<file path="src/rtl/riscv_pkg.sv">
// riscv_pkg: immediate format codes and datapath width constants shared by the decode/execute slice
package riscv_pkg;
    localparam logic [2:0] IMM_I     = 3'b000;
    localparam logic [2:0] IMM_S     = 3'b001;
    localparam logic [2:0] IMM_B     = 3'b010;
    localparam logic [2:0] IMM_J     = 3'b011;
    localparam logic [2:0] IMM_U     = 3'b100;
    localparam logic [2:0] IMM_Z     = 3'b101;
    localparam logic [2:0] IMM_SHAMT = 3'b110;
    localparam logic [2:0] IMM_RSVD  = 3'b111;
    localparam int XLEN_32 = 32;
    localparam int XLEN_64 = 64;
endpackage

</file>
<file path="src/rtl/imm_gen_reg_if.sv">
// imm_gen_reg_if: decode-side request and execute-side registered immediate bundle
interface imm_gen_reg_if #(
    parameter int XLEN      = 32,
    parameter int ERR_CNT_W = 8
);
    logic                 in_valid;
    logic                 stall;
    logic                 flush;
    logic [2:0]           imm_src;
    logic [24:0]          instr;
    logic                 out_valid;
    logic [XLEN-1:0]      imm_ext;
    logic                 imm_err;
    logic [ERR_CNT_W-1:0] err_cnt;
    modport master (
        output in_valid, stall, flush, imm_src, instr,
        input  out_valid, imm_ext, imm_err, err_cnt
    );
    modport slave (
        input  in_valid, stall, flush, imm_src, instr,
        output out_valid, imm_ext, imm_err, err_cnt
    );
endinterface

</file>
<file path="src/rtl/imm_decode.sv">
// imm_decode: combinational RV32I/RV64I immediate decode from instr[31:7], sign/zero-extended to XLEN
module imm_decode
    import riscv_pkg::*;
#(
    parameter int XLEN = XLEN_32
) (
    input  logic [2:0]      imm_src,
    input  logic [24:0]     instr,
    output logic [XLEN-1:0] imm,
    output logic            err
);
    // instr[k] here is instruction bit k+7; every format is built as a signed 32-bit value
    // (zero-extended fields have bit 31 clear) and then sign-extended to XLEN.
    logic signed [31:0] v;
    logic               s;
    assign s = instr[24];
    always_comb begin
        v = imm_src == IMM_I     ? {{20{s}}, instr[24:13]} :
            imm_src == IMM_S     ? {{20{s}}, instr[24:18], instr[4:0]} :
            imm_src == IMM_B     ? {{20{s}}, instr[0], instr[23:18], instr[4:1], 1'b0} :
            imm_src == IMM_J     ? {{12{s}}, instr[12:5], instr[13], instr[23:14], 1'b0} :
            imm_src == IMM_U     ? {instr[24:5], 12'b0} :
            imm_src == IMM_Z     ? {27'b0, instr[12:8]} :
            imm_src == IMM_SHAMT ? (XLEN == XLEN_64 ? {26'b0, instr[18:13]} : {27'b0, instr[17:13]}) :
                                   32'sd0;
        err = imm_src == IMM_RSVD;
    end
    assign imm = XLEN'(v);
endmodule

</file>
<file path="src/rtl/imm_gen_reg.sv">
// imm_gen_reg: Decode->Execute immediate register with flush/stall priority and saturating reserved-code counter
module imm_gen_reg
    import riscv_pkg::*;
#(
    parameter int XLEN      = XLEN_32,
    parameter int ERR_CNT_W = 8
) (
    input logic          clk,
    input logic          reset,
    imm_gen_reg_if.slave bus
);
    logic [XLEN-1:0]      imm;
    logic                 err;
    logic                 valid_q;
    logic [XLEN-1:0]      imm_q;
    logic                 err_q;
    logic [ERR_CNT_W-1:0] cnt_q;
    imm_decode #(.XLEN(XLEN)) u_dec (
        .imm_src (bus.imm_src),
        .instr   (bus.instr),
        .imm     (imm),
        .err     (err)
    );
    always_ff @(posedge clk) begin
        if (reset) begin
            valid_q <= 1'b0;
            imm_q   <= '0;
            err_q   <= 1'b0;
            cnt_q   <= '0;
        end else if (flush_now()) begin
            valid_q <= 1'b0;
            imm_q   <= '0;
            err_q   <= 1'b0;
        end else if (!bus.stall) begin
            valid_q <= bus.in_valid;
            imm_q   <= imm;
            err_q   <= bus.in_valid & err;
            // Count only valid reserved loads, saturating at all-ones.
            if (bus.in_valid && err && cnt_q != '1) cnt_q <= cnt_q + 1'b1;
        end
    end
    function automatic logic flush_now();
        return bus.flush;
    endfunction
    assign bus.out_valid = valid_q;
    assign bus.imm_ext   = imm_q;
    assign bus.imm_err   = err_q;
    assign bus.err_cnt   = cnt_q;
endmodule

</file>
<file path="src/flat_wrapper.sv">
// flat-port wrapper written by rule: the top's interface ports become plain ports
module imm_gen_reg_flat import riscv_pkg::*;
#(
    parameter int XLEN      = XLEN_32,
    parameter int ERR_CNT_W = 8
)
  (clk, reset, bus_in_valid, bus_stall, bus_flush, bus_imm_src, bus_instr, bus_out_valid, bus_imm_ext, bus_imm_err, bus_err_cnt);
  imm_gen_reg_if #(.XLEN(XLEN), .ERR_CNT_W(ERR_CNT_W)) bus_i ();
  input logic clk;
  input logic reset;
  input wire logic [$bits(bus_i.in_valid)-1:0] bus_in_valid;
  input wire logic [$bits(bus_i.stall)-1:0] bus_stall;
  input wire logic [$bits(bus_i.flush)-1:0] bus_flush;
  input wire logic [$bits(bus_i.imm_src)-1:0] bus_imm_src;
  input wire logic [$bits(bus_i.instr)-1:0] bus_instr;
  output wire logic [$bits(bus_i.out_valid)-1:0] bus_out_valid;
  output wire logic [$bits(bus_i.imm_ext)-1:0] bus_imm_ext;
  output wire logic [$bits(bus_i.imm_err)-1:0] bus_imm_err;
  output wire logic [$bits(bus_i.err_cnt)-1:0] bus_err_cnt;
  assign bus_i.in_valid = bus_in_valid;
  assign bus_i.stall = bus_stall;
  assign bus_i.flush = bus_flush;
  assign bus_i.imm_src = bus_imm_src;
  assign bus_i.instr = bus_instr;
  assign bus_out_valid = bus_i.out_valid;
  assign bus_imm_ext = bus_i.imm_ext;
  assign bus_imm_err = bus_i.imm_err;
  assign bus_err_cnt = bus_i.err_cnt;
  imm_gen_reg #(.XLEN(XLEN), .ERR_CNT_W(ERR_CNT_W)) u_core (.clk(clk), .reset(reset), .bus(bus_i));
endmodule
</file>
<file path="config.mk">
export PLATFORM = sky130hd
export DESIGN_NAME = imm_gen_reg_flat
export DESIGN_NICKNAME = d
export VERILOG_FILES = /design/src/rtl/riscv_pkg.sv /design/src/rtl/imm_gen_reg_if.sv /design/src/rtl/imm_decode.sv /design/src/rtl/imm_gen_reg.sv /design/src/flat_wrapper.sv
export SDC_FILE = /design/constraint.sdc
export NUM_CORES = 1
export LEC_CHECK = 0
export CAP_MARGIN = 20
export CORE_MARGIN = 2
export CORE_UTILIZATION = 38
export DETAILED_ROUTE_END_ITERATION = 8
export GPL_TIMING_DRIVEN = 0
export HOLD_SLACK_MARGIN = 0.08
export PLACE_DENSITY = 0.79
export SETUP_SLACK_MARGIN = 0.05
export SLEW_MARGIN = 10
export SYNTH_ARGS = -nofsm -noshare
export SYNTH_HDL_FRONTEND = slang
export SYNTH_SLANG_ARGS = --single-unit
</file>
<file path="constraint.sdc">
create_clock -name clk -period 2.1 [get_ports clk]
set_clock_uncertainty 0.05 [all_clocks]
set_input_delay 0.315 -clock clk [delete_from_list [all_inputs] [get_ports clk]]
set_output_delay 0.315 -clock clk [all_outputs]
set_load 0.02 [all_outputs]
</file>
==> metrics <==
share of cells above drive strength 1 7.35%; H-tree lvl count 2; Ports 75; CP cell instances clkdlybuf4s50_1, nand4_4, or3_4, nor4_2, mux2_1; PortBufs 71; ys flop type dfxtp_1; placed wire-length estimate 3870 um; Post-CTS Resized 0; Mean Syn Cell Area between 8 and 9 um2; Worst-Margin Slew 649 ps; power after layout 0.00166 W; root buffer cell clkbuf_8; CTS max path bufs 2; setup bufs post-CTS 0; pre-CTS WS -156 ps; CTS tree yes; Final GP Congestion just over 0.8; final hold violation count 0; initial core utilization 39.1%; RSZ-0062 raised after global routing false; core area just over 0.005 mm2; worst-path maximum fanout 6; Antenna Nets Post-Route 0; Max-Cap Viols 0; Pre-antenna DRT Iters 4; Final Instance Area approximately 0.0029 mm2; R2R Setup Slk about 440 ps; crit path buf inv count 1; Power Dens Cells slightly below 600 mW/mm2; Pleak ~0.98 nW; WP depth 5; area post-placement 0.00277 mm2; CP peak stage delay approximately 560 ps; Die Ht roughly 76 um; vias per cell 5.08; peak supply drop ~0.29 mV; first-pass GRT wire length 8710 um; Fill cells between 400 and 500; Critical Path End Type flip-flop; Yosys warning total 0; WL final 5230 um; Final WS setup around 150 ps; terminus of the critical flop-to-flop path u_core.bus.err_cnt[6]; count of final setup violators 0; status finished clean; Worst Path Arrival 2090 ps; r2r startpoint u_core.bus.err_cnt[3]; Inserted Diodes 0; Hold Path Cell Cnt 4; FF-to-FF path depth 4; CP top delay family simple AND/OR/NAND/NOR gates; Final Max Slew Viols 0; Final #Nets 346; Seq cells post-synth 42; Required @ worst endpoint around 2200 ps; Layout area overhead 45.2%; Cell Rows 26; syn_nets about 270; synthesized area roughly 0.002 mm2; Die Span X 76.0 um; WS Path Type primary input to flip-flop; fraction of registers with async set/reset 0%; period utilization between 90% and 100%; CP max stage cell clkdlybuf4s50_1; total die area 0.00578 mm2; Synth cell types 36; Hold/Removal Path Class primary input to flip-flop; fin crit period 1950 ps; clock tree sinks 42; Initial DRC Count approximately 160; CP Capture Point u_core.bus.err_cnt[6]; # hold bufs at CTS 0; vias in the first global route roughly 1900; clock latency on the worst-skew pair 300 ps; gr ovfl total 0; CP Launch Type primary input; Max-slew headroom ~57%; Vias ~1900; DR WL/cell roughly 14 um; drc violations 0; clock slew at reported path FFs 90 ps; maximum number of pins on one net before global-route repair 16; initial antenna violation count 0; sequential-to-total area share from yosys stat 42.6%; Setup crit start bus_imm_src[2]; TritonCTS Buffers 5; Cells after Synth 234; Max Clk Rate 514 MHz; GRT Total Usage a little under a fifth; number of synthesized flops with an enable pin 0
[worst min-delay path: cells and delay by family]
kind	cells	cell delay [ps]
and+or+nand+nor	2	150
buffers and inverters	1	140
AOI/OAI and AO/OA	1	60
[synthesized netlist by cell type (all sizes together), types with 4 or more instances]
library cell | n | area, um2
nand2 | 28 | 105
clkbuf | 12 | 45.0
a21oi | 15 | 75.1
nor2 | 16 | 60.1
nor3 | 5 | 25.0
buf | 8 | 42.5
o21ai | 5 | 25.0
nor3b | 7 | 52.6
a221oi | 27 | 236
dfxtp | 42 | 841
nor2b | 5 | 31.3
inv | 26 | 97.6
nand3b | 4 | 30.0
mux2i | 4 | 40.0
[cell type report]
class                           count  area [um2]  area share (%)
Clock inverter                      3        25.0           0.874
Multi-Input combinational cell    146         946            33.0
Timing Repair Buffer               71         711            24.8
Clock buffer                        5        68.8            2.40
Inverter                           26        97.6            3.41
Buffer                             20        87.6            3.06
Tap cell                           70        87.6            3.06
Sequential cell                    42         841            29.4
[sequential cells by signal (all words and copies together), names as in the netlist]
signal	count
u_core.bus.err_cnt	8
u_core.bus.imm_err	1
u_core.bus.out_valid	1
u_core.bus.imm_ext	32
[layer usage]
layer | up-vias | track usage, % | wire (um)
met1 | 904 | 23.0 | 2380
met4 | 0 | 5.64 | 51
met5 | - | 0 | 0
met3 | 6 | 6.16 | 363
li1 | 975 | - | -
met2 | 62 | 29.4 | 2440
[cell usage in the layout, fill, tap and decap left out, types with 2 or more instances in the layout]
master | synthesis | final
dfxtp_1 | 42 | 42
a221oi_1 | 27 | 27
nor3_1 | 5 | 5
nand3b_1 | 4 | 4
clkbuf_1 | 12 | 12
nor3b_1 | 7 | 7
clkdlybuf4s50_1 | 0 | 71
buf_1 | 2 | 2
nand2b_1 | 2 | 2
o21ai_0 | 5 | 5
clkbuf_8 | 0 | 5
and4_1 | 2 | 2
a21oi_1 | 15 | 15
mux2i_1 | 4 | 4
nor2b_1 | 5 | 5
nand3_1 | 3 | 3
nor4_2 | 3 | 3
or2_2 | 2 | 2
inv_1 | 26 | 26
xor2_1 | 2 | 2
buf_2 | 4 | 4
buf_4 | 2 | 2
nor2_1 | 16 | 16
mux2_2 | 2 | 2
nand2_1 | 28 | 28
nand4_1 | 2 | 2
[per-stage QoR]
stage	hold WS [ps]	TNS [ps]	util, %	cells
floorplan	409	0	-	234
global placement	402	-222	54.9	375
detailed placement	412	-278	54.9	375
CTS	369	0	56.8	383
global route	395	0	56.8	383
finish	380	0	56.8	383
[kinds of logic after synthesis]
group	after synthesis	synth area share (%)
AO/OA/AOI/OAI	52	19.0
XOR/XNOR	2	0.888
adder cells (fa/ha/maj)	1	0.634
buffers and inverters	46	9.39
flip-flops	42	42.6
multiplexers	7	3.74
AND/OR/NAND/NOR	84	23.7
[how the worst min path moves through the flow]
stage                                 startpoint                     end  slack (ps)
after floorplan                     bus_in_valid    u_core.bus.out_valid         410
after global placement    u_core.bus.imm_ext[31]  u_core.bus.imm_ext[31]         400
after detailed placement   u_core.bus.imm_ext[3]   u_core.bus.imm_ext[3]         410
after CTS                         bus_imm_src[0]  u_core.bus.imm_ext[20]         370
after global routing              bus_imm_src[1]  u_core.bus.imm_ext[20]         390
final                             bus_imm_src[1]  u_core.bus.imm_ext[20]         380
[where the power goes]
| part | internal (W) | total [W] | switching [W] |
|---|---|---|---|
| clock | 0.000240 | 0.000541 | 0.000301 |
| combinational | 0.000138 | 0.000286 | 0.000148 |
| sequential | 0.000819 | 0.000832 | 0.0000126 |
Note: power is estimated with default switching activity, not from simulation.
